===== src/rtl/board_pkg.sv =====
// Shared constants, FSM encoding and box index helpers
// for the 2048 move engine.
package board_pkg;

   localparam int CODE_W     = 4;
   localparam int EMPTY_CODE = 0;
   localparam int MAX_CODE   = 15;
   localparam int WIN_CODE   = 11;

   localparam logic [1:0] DIR_LEFT  = 2'd0;
   localparam logic [1:0] DIR_RIGHT = 2'd1;
   localparam logic [1:0] DIR_UP    = 2'd2;
   localparam logic [1:0] DIR_DOWN  = 2'd3;

   typedef enum logic [1:0] {
      ST_IDLE,
      ST_LINE,
      ST_FINISH
   } state_t;

   // Box number (row*4+col) of element k of line i,
   // with k=0 being the head the tiles slide toward.
   function automatic logic [3:0] line_box(
      input logic [1:0] d,
      input logic [1:0] i,
      input logic [1:0] k
   );
      logic [3:0] b;
      unique case (d)
         DIR_LEFT:  b = {i, k};
         DIR_RIGHT: b = {i, ~k};
         DIR_UP:    b = {k, i};
         DIR_DOWN:  b = {~k, i};
      endcase
      return b;
   endfunction

   // Box 0 (box1) sits in the top code slot of the packed board.
   function automatic int box_lsb(
      input logic [3:0] b,
      input int         cw
   );
      return (15 - int'(b)) * cw;
   endfunction

endpackage


===== src/rtl/board_slider_line.sv =====
// Combinational 2048 slide/merge of one 4-box line,
// head first.
module line_slide
   import board_pkg::*;
#(
   parameter int P_CODE_W   = 4,
   parameter int P_WIN_CODE = 11
) (
   input  logic [3:0][P_CODE_W-1:0] i_line,
   output logic [3:0][P_CODE_W-1:0] o_line,
   output logic [1:0]               o_merges,
   output logic                     o_win
);

   localparam logic [P_CODE_W-1:0] L_EMPTY =
      P_CODE_W'(EMPTY_CODE);
   localparam logic [P_CODE_W-1:0] L_MAX = '1;
   localparam logic [P_CODE_W-1:0] L_WIN =
      P_CODE_W'(P_WIN_CODE);

   // Compacted line, padded with one empty slot so the
   // pair check never runs off the end.
   logic [P_CODE_W-1:0] w_cmp [0:4];

   // Compact non-empty codes toward the head.
   always_comb begin
      int n;
      for (int k = 0; k < 5; k++) w_cmp[k] = L_EMPTY;
      n = 0;
      for (int k = 0; k < 4; k++) begin
         if (i_line[k] != L_EMPTY) begin
            w_cmp[n] = i_line[k];
            n = n + 1;
         end
      end
   end

   // Merge equal pairs once each, head first; saturated
   // codes never merge.
   always_comb begin
      int m;
      logic skip;
      logic [P_CODE_W-1:0] w_sum;
      o_line   = '0;
      o_merges = 2'd0;
      o_win    = 1'b0;
      m        = 0;
      skip     = 1'b0;
      w_sum    = '0;
      for (int k = 0; k < 4; k++) begin
         if (skip) begin
            skip = 1'b0;
         end else if (w_cmp[k] != L_EMPTY &&
                      w_cmp[k] == w_cmp[k+1] &&
                      w_cmp[k] != L_MAX) begin
            w_sum = w_cmp[k] + P_CODE_W'(1);
            o_line[m[1:0]] = w_sum;
            o_merges = o_merges + 2'd1;
            if (w_sum == L_WIN) o_win = 1'b1;
            skip = 1'b1;
            m = m + 1;
         end else begin
            o_line[m[1:0]] = w_cmp[k];
            m = m + 1;
         end
      end
   end

endmodule


===== src/rtl/board_slider.sv =====
// 2048 move engine: latches a board and slides it one
// line per clock, then reports result and status.
module board_slider
   import board_pkg::*;
#(
   parameter int CODE_W   = board_pkg::CODE_W,
   parameter int WIN_CODE = board_pkg::WIN_CODE
) (
   input  logic                 CLOCK_50,
   input  logic                 resetn,
   input  logic                 start,
   input  logic [1:0]           dir,
   input  logic [16*CODE_W-1:0] board_in,
   output logic [16*CODE_W-1:0] board_out,
   output logic                 busy,
   output logic                 done,
   output logic                 moved,
   output logic [3:0]           merges,
   output logic                 win
);

   state_t r_state;
   state_t w_state_nxt;

   logic [16*CODE_W-1:0] r_work;
   logic [16*CODE_W-1:0] r_orig;
   logic [16*CODE_W-1:0] r_board_out;
   logic [1:0]           r_dir;
   logic [1:0]           r_idx;
   logic                 r_busy;
   logic                 r_done;
   logic                 r_moved;
   logic [3:0]           r_merges;
   logic                 r_win;

   logic [3:0][CODE_W-1:0] w_line_in;
   logic [3:0][CODE_W-1:0] w_line_out;
   logic [1:0]             w_line_merges;
   logic                   w_line_win;
   logic [16*CODE_W-1:0]   w_work_nxt;
   logic                   w_accept;

   // A start in the done cycle is dropped.
   assign w_accept = (r_state == ST_IDLE) && start && !r_done;

   line_slide #(
      .P_CODE_W   (CODE_W),
      .P_WIN_CODE (WIN_CODE)
   ) u_line (
      .i_line   (w_line_in),
      .o_line   (w_line_out),
      .o_merges (w_line_merges),
      .o_win    (w_line_win)
   );

   // Gather the current line from the work board.
   always_comb begin
      w_line_in = '0;
      for (int k = 0; k < 4; k++) begin
         w_line_in[k] = r_work[box_lsb(
            line_box(r_dir, r_idx, 2'(k)), CODE_W) +: CODE_W];
      end
   end

   // Scatter the slid line back into its boxes.
   always_comb begin
      w_work_nxt = r_work;
      for (int k = 0; k < 4; k++) begin
         w_work_nxt[box_lsb(
            line_box(r_dir, r_idx, 2'(k)), CODE_W) +: CODE_W]
            = w_line_out[k];
      end
   end

   // State register.
   always_ff @(posedge CLOCK_50 or negedge resetn) begin
      if (!resetn) r_state <= ST_IDLE;
      else         r_state <= w_state_nxt;
   end

   // Next-state logic.
   always_comb begin
      w_state_nxt = r_state;
      unique case (r_state)
         ST_IDLE:   if (w_accept) w_state_nxt = ST_LINE;
         ST_LINE:   if (r_idx == 2'd3) w_state_nxt = ST_FINISH;
         ST_FINISH: w_state_nxt = ST_IDLE;
         default:   w_state_nxt = ST_IDLE;
      endcase
   end

   // Datapath: latch, per-line update, result publish.
   always_ff @(posedge CLOCK_50 or negedge resetn) begin
      if (!resetn) begin
         r_work      <= '0;
         r_orig      <= '0;
         r_board_out <= '0;
         r_dir       <= DIR_LEFT;
         r_idx       <= 2'd0;
         r_busy      <= 1'b0;
         r_done      <= 1'b0;
         r_moved     <= 1'b0;
         r_merges    <= 4'd0;
         r_win       <= 1'b0;
      end else begin
         r_done <= 1'b0;
         unique case (r_state)
            ST_IDLE: begin
               if (w_accept) begin
                  r_work   <= board_in;
                  r_orig   <= board_in;
                  r_dir    <= dir;
                  r_idx    <= 2'd0;
                  r_merges <= 4'd0;
                  r_moved  <= 1'b0;
                  r_busy   <= 1'b1;
               end
            end
            ST_LINE: begin
               r_work   <= w_work_nxt;
               r_merges <= r_merges + {2'b00, w_line_merges};
               r_win    <= r_win | w_line_win;
               r_idx    <= r_idx + 2'd1;
            end
            ST_FINISH: begin
               r_board_out <= r_work;
               r_moved     <= (r_work != r_orig);
               r_done      <= 1'b1;
               r_busy      <= 1'b0;
            end
            default: ;
         endcase
      end
   end

   assign board_out = r_board_out;
   assign busy      = r_busy;
   assign done      = r_done;
   assign moved     = r_moved;
   assign merges    = r_merges;
   assign win       = r_win;

endmodule

===== config.mk =====
export PLATFORM = sky130hd
export DESIGN_NAME = board_slider
export DESIGN_NICKNAME = d
export VERILOG_FILES = /design/src/rtl/board_pkg.sv /design/src/rtl/board_slider_line.sv /design/src/rtl/board_slider.sv
export SDC_FILE = /design/constraint.sdc
export NUM_CORES = 1
export LEC_CHECK = 0
export CORE_ASPECT_RATIO = 1.5
export CORE_MARGIN = 2
export CORE_UTILIZATION = 32
export DETAILED_ROUTE_END_ITERATION = 16
export PLACE_DENSITY = 0.54
export SYNTH_ARGS = -nofsm -noshare
export SYNTH_HDL_FRONTEND = slang
export SYNTH_SLANG_ARGS = --single-unit

===== constraint.sdc =====
create_clock -name CLOCK_50 -period 10.49 [get_ports CLOCK_50]
set_input_delay 2.098 -clock CLOCK_50 [delete_from_list [all_inputs] [get_ports CLOCK_50]]
set_output_delay 2.098 -clock CLOCK_50 [all_outputs]
set_load 0.05 [all_outputs]

==> results of run 1 <==
## registers in the layout, indices dropped and copies added, names as in the netlist
signal / flops
board_out: 64
r_orig: 64
r_work: 64
merges: 4
r_dir: 2
r_idx: 2
r_state: 2
busy: 1
done: 1
moved: 1
win: 1
## logic make-up after synthesis
kind of cell,Yosys count
AND/OR/NAND/NOR,952
buffers and inverters,214
XOR/XNOR,76
flip-flops,206
AO/OA/AOI/OAI,670
adder cells (fa/ha/maj),31
multiplexers,36
## final timing paths
check | end | startpoint
max | r_work[61]$_DFFE_PN0P_ | r_idx[0]$_DFFE_PN0P_
min | board_out[26]$_DFFE_PN0P_ | board_out[26]$_DFFE_PN0P_
max reg2reg | r_work[61]$_DFFE_PN0P_ | r_idx[0]$_DFFE_PN0P_
min reg2reg | board_out[26]$_DFFE_PN0P_ | board_out[26]$_DFFE_PN0P_
max in group asynchronous | r_idx[0]$_DFFE_PN0P_ | resetn
min in group asynchronous | board_out[35]$_DFFE_PN0P_ | resetn
## cell usage in the layout (no fill, tap or decap), types with 23 or more instances in the layout
cell,instances
nor3_1,38
o22ai_1,32
a21oi_1,107
dfrtp_1,202
xnor2_1,54
and2_1,29
ha_1,30
nand3_1,54
mux2i_1,26
a211oi_1,25
nor2_1,132
buf_4,43
o211ai_1,23
o31ai_1,29
a221oi_1,51
clkbuf_16,24
nand2_1,517
inv_1,61
nand2b_1,41
clkdlybuf4s50_1,139
o21ai_0,130
## per-layer routing
layer	global-route usage, %	vias to the layer above
li1	-	8084
met1	39.30	9036
met2	52.03	1199
met3	6.112	331
met4	26.18	0
met5	0	-
## stage by stage
stage,std cells,cell area [µm²]
after floorplan,2185,16760
after global routing,2942,19540
after detailed placement,2897,18670
final,2946,19550
after global placement,2897,18670
after CTS,2941,19530
## worst register-to-register path: stages (launching register included)
cell      delay (ns)
dfrtp_4         1.04
buf_4           0.50
mux2_2          0.41
nand2b_1        0.15
a311oi_1        0.30
o32ai_1         0.19
or2_1           0.31
nor2_2          0.56
ha_1            0.40
inv_1           0.23
nor2_1          0.30
a32oi_1         0.23
o22ai_1         0.50
inv_1           0.24
ha_1            0.27
a211o_1         0.30
a211oi_2        0.21
buf_4           0.28
mux2_2          0.42
a211oi_2        0.91
nor2_1          0.33
o22ai_1         0.25
o211ai_1        0.12
## layout make-up
type,count,share of cell area (%)
Inverter,67,1.287
Clock inverter,11,0.9602
Timing Repair Buffer,183,8.847
Clock buffer,33,3.450
Sequential cell,206,26.41
Tap cell,676,4.327
Multi-Input combinational cell,1765,54.65
Antenna cell,5,0.06401
==> metrics, run 1 <==
status completed; synthesized area 16760 µm²; footprint of the multi-input gates 10680 µm²; Worst Path Required 10.93 ns; Clock Latency Late Sink 0.57 ns; fill count 5439; critical path cell sequence buf_4 -> mux2_2 -> nand2b_1 -> a311oi_1 -> o32ai_1 -> or2_1 -> nor2_2 -> ha_1 -> inv_1 -> nor2_1 -> a32oi_1 -> o22ai_1 -> inv_1 -> ha_1 -> a211o_1 -> a211oi_2 -> buf_4 -> mux2_2 -> a211oi_2 -> nor2_1 -> o22ai_1 -> o211ai_1; final HPWL from detailed placement just under 70000 µm; clk slew on worst S/H paths 0.06 ns; initial antenna violation count 1; worst path bufs/invs 4; RSZ-0062 raised after global routing no; FF-to-FF path depth 22; top post-synthesis cells by count nand2_1, dfrtp_1, nor2_1, o21ai_0, a21oi_1; area of the die 54250 µm²; largest family of logic cells by synthesized area compound AO/OA/AOI/OAI gates; Final period util 81.73%; GRT Resource Usage Total 33.07%; vias in the first global route approximately 17000; CP peak stage delay 1.04 ns; met3 WL 8327 µm; Cell variety after synth 105; Iteration-0 DRC Markers 2376; Synth area leader dfrtp_1; first-pass GRT wire length 129300 µm; hold crit path type reg -> reg; register area share after synthesis 30.76%; Slew Viols, Final 0; number of flops mapped to enable cells by yosys 0; worst-margin pin slew 1.360 ns; Synth top area share 30.76%; crit end category flip-flop; Vias/cell 6.331; cell family with most CP delay compound AO/OA/AOI/OAI gates; vias 18650; Rows 102; Worst slew margin roughly 8.9%; syn nets 2285; Inserted Clock Buffers 24; final hold vios 0; CTS Buffer Depth 3; I/O pins 141; final setup fails 0; DRT Wirelength 92240 µm; # DRC 0; dominant cells by area after synthesis dfrtp_1, nand2_1, o21ai_0, a21oi_1, nor2_1; Syn. warnings 0; Post-CTS Setup Bufs 0; Slowest cell on crit path dfrtp_4; PnR worst setup slack ~1.9 ns; largest net degree at the start of global routing 97; post-CTS sizing 0; Met2 Routed Length about 42000 µm; DIE HEIGHT between 200 and 300 µm; Worst Path Max Fanout 92; met1 wire length 33590 µm; xor/xnor cell area share of the yosys netlist 3.972%; Antenna Nets Post-Route 0; WHS Path Cells 2; most frequent cell after synthesis nand2_1; initial core utilization between 30% and 40%; ys async rst share 100.0%; Core ar. 51690 µm²; routed len/inst 31.31 µm; flops & latches, synth 206; NumNets Final around 2300; critical path class reg -> reg; Synth Area in Compound Gates 28.75%; minimum clock period approximately 8.6 ns; Post-Synth Simple-Gate Area 26.01%; Worst setup SP type flip-flop; Post-CTS Hold Buffers 0; Die Wd 190.9 µm; worst reg-to-reg setup slack 1.92 ns; gr ovfl total 0; Buffers on Ports 140; Post-Syn Instances 2185; Final Util a little under two fifths; most used flip-flop cell after synthesis dfrtp_1; total negative slack 0 ns; Max Freq 116.6 MHz; gpl congestion 1.083; root buf cell clkbuf_16; Stages on worst setup path 22; CP arrival roughly 9 ns; area grow syn2layout 16.63%; highest routed layer met4; pre-CTS setup slack approximately 2.1 ns; H-tree depth 1; # Max-Cap Violations 0; Avg Inst Size Synth 7.670 µm²; Sink Count 206; Seq. cell area 5162 µm²; worst clock skew 0.01261 ns; CTS tree done; multiplexer share of the synthesized area 2.285%; layout cell share with drive strength beyond 1 ~7.3%; Initial DRT Pass Iterations 10; final hold slack 0.4731 ns; Synth Area in Adders between 2 and 2.5%
Power of run 1 is not shown: default switching activity piles up to over one toggle a cycle in this logic, so the estimate is an artifact.
==> inputs of run 2 (changes only) <==
--- a/config.mk
+++ b/config.mk
@@ -9,7 +9,7 @@
 export CORE_MARGIN = 2
 export CORE_UTILIZATION = 32
 export DETAILED_ROUTE_END_ITERATION = 16
-export PLACE_DENSITY = 0.54
+export PLACE_DENSITY = 0.56
 export SYNTH_ARGS = -nofsm -noshare
 export SYNTH_HDL_FRONTEND = slang
 export SYNTH_SLANG_ARGS = --single-unit
==> constraint.sdc (replaced) <==
create_clock -name CLOCK_50 -period 7 [get_ports CLOCK_50]
set_input_delay 1.4 -clock CLOCK_50 [delete_from_list [all_inputs] [get_ports CLOCK_50]]
set_output_delay 1.4 -clock CLOCK_50 [all_outputs]
set_load 0.05 [all_outputs]
==> metrics, run 2 (same netlist as run 1, synthesis figures left out) <==
Worst setup SP type flip-flop; clk slew on worst S/H paths 0.07 ns (about the same); I/O pins 141 (unchanged); routed len/inst 31.94 µm (+2.0%); # DRC 0 (unchanged); critical path class reg -> reg; gr ovfl total 0 (unchanged); # diodes 0 (-5); fill count 5471 (+0.59%); final HPWL from detailed placement 75020 µm (+7.9%); root buf cell clkbuf_16; layout cell share with drive strength beyond 1 11.72% (+4.4 points); Vias/cell 6.270 (-0.95%); hold crit path type reg -> reg; critical path cell sequence buf_4 -> and2_1 -> a211oi_1 -> o31ai_1 -> o22ai_1 -> a21o_1 -> nor2_2 -> ha_1 -> inv_1 -> or4_1 -> o31a_1 -> mux2i_1 -> buf_4 -> ha_1 -> inv_1 -> o211a_1 -> o211ai_1 -> mux2i_1 -> mux2_2 -> a221o_1 -> a21oi_1 -> a211oi_1; largest net degree at the start of global routing 104 (+7.2%); Sink Count 206 (unchanged); Worst Path Max Fanout 31 (-66%); H-tree depth 1 (unchanged); Buffers on Ports 140 (unchanged); area grow syn2layout 21.87%; CP arrival 7.21 ns (-1.80 ns); Initial DRT Pass Iterations 6 (-4); total negative slack 0 ns (unchanged); Iteration-0 DRC Markers 2438 (+2.6%); initial core utilization 32.42% (unchanged); Inserted Clock Buffers 25 (+4.2%); Seq. cell area 5162 µm² (unchanged); status completed; GRT Resource Usage Total 35.20% (+2.1 points); Final period util 96.18% (+14 points); crit end category flip-flop; Worst slew margin 9.562% (+0.65 points); CP peak stage delay 0.64 ns (-0.40 ns); minimum clock period 6.733 ns (-1.841 ns); final hold vios 0 (unchanged); most common cell after layout, fill and taps aside nand2_1; initial antenna violation count 2 (+1); DIE HEIGHT 284.3 µm (unchanged); Max Freq 148.5 MHz (+27%); Clock Latency Late Sink 0.60 ns (+0.03 ns); NumNets Final 2456 (+4.6%); CTS tree done; # Max-Cap Violations 0 (unchanged); DRT Wirelength 97380 µm (+5.6%); final setup fails 0 (unchanged); Post-CTS Hold Buffers 0 (unchanged); Die Wd 190.9 µm (unchanged); vias 19120 (+2.5%); RSZ-0062 raised after global routing no; Slowest cell on crit path dfrtp_2; CTS Buffer Depth 3 (unchanged); Antenna Nets Post-Route 0 (unchanged); area of the die 54250 µm² (unchanged); Core ar. 51690 µm² (unchanged); Rows 102 (unchanged); Slew Viols, Final 0 (unchanged); vias in the first global route 18460 (+5.7%); worst-margin pin slew 1.352 ns (-0.007991 ns); footprint of the multi-input gates 10680 µm² (about the same); Worst Path Required 7.48 ns (-3.45 ns); gpl congestion 1.053 (-2.8%); Post-CTS Setup Bufs 0 (unchanged); worst clock skew 0.02339 ns (+0.01078 ns); most frequent cells in the layout nand2_1, dfrtp_1, buf_4, clkdlybuf4s50_1, nor2_1; first-pass GRT wire length 137400 µm (+6.3%); post-CTS sizing 0 (unchanged)
run 2: cell type report:
class                           count  share of cell area [%]
Clock buffer                       31                   3.418
Inverter                           67                   1.231
Timing Repair Buffer              291                   12.99
Sequential cell                   206                   25.28
Multi-Input combinational cell   1765                   52.31
Tap cell                          676                   4.141
Clock inverter                     13                  0.6310
run 2: through the flow:
step / setup WS, ns / utilization (%) / hold slack, ns / instance area, µm² / std cells
5_1_grt: 0.03976 / 39.51 / 0.4945 / 20420 / 3049
3_3_place_gp: 0.4359 / 37.86 / 0.4592 / 19570 / 3005
4_1_cts: 0.2306 / 39.46 / 0.4793 / 20390 / 3049
6_report: 0.2673 / 39.51 / 0.4719 / 20420 / 3049
2_1_floorplan: 0.9037 / - / 0.4629 / 16760 / 2185
3_5_place_dp: 0.2422 / 37.86 / 0.4635 / 19570 / 3005
run 2: critical path, delay by kind of cell, from the launching register on:
| family | cells | cell delay (ns) |
|---|---|---|
| AO/OA/AOI/OAI | 10 | 2.36 |
| AND/OR/NAND/NOR | 3 | 1.15 |
| multiplexers | 3 | 1.07 |
| buffers and inverters | 4 | 0.81 |
| flip-flops | 1 | 0.64 |
| adder cells (fa/ha/maj) | 2 | 0.54 |
run 2: metal layers:
layer	vias up	GRT usage (%)	share of wire (%)
met4	4	26.14	9.3
met3	318	6.198	8.2
met5	-	0	0.028
li1	8272	-	-
met2	1135	55.35	45
met1	9389	42.70	38
run 2: worst paths after layout:
| path | start | endpoint | slack (ns) | cells after the start |
|---|---|---|---|---|
| max in group asynchronous | resetn | r_idx[0]$_DFFE_PN0P_ | 4.70 | 2 |
| hold / removal | board_out[19]$_DFFE_PN0P_ | board_out[19]$_DFFE_PN0P_ | 0.47 | 2 |
| setup reg to reg | r_dir[1]$_DFFE_PN0P_ | r_work[36]$_DFFE_PN0P_ | 0.27 | 22 |
| hold reg to reg | board_out[19]$_DFFE_PN0P_ | board_out[19]$_DFFE_PN0P_ | 0.47 | 2 |
| setup / recovery | r_dir[1]$_DFFE_PN0P_ | r_work[36]$_DFFE_PN0P_ | 0.27 | 22 |
| min in group asynchronous | resetn | board_out[33]$_DFFE_PN0P_ | 0.86 | 1 |
Power of run 2 is left out for the same reason.
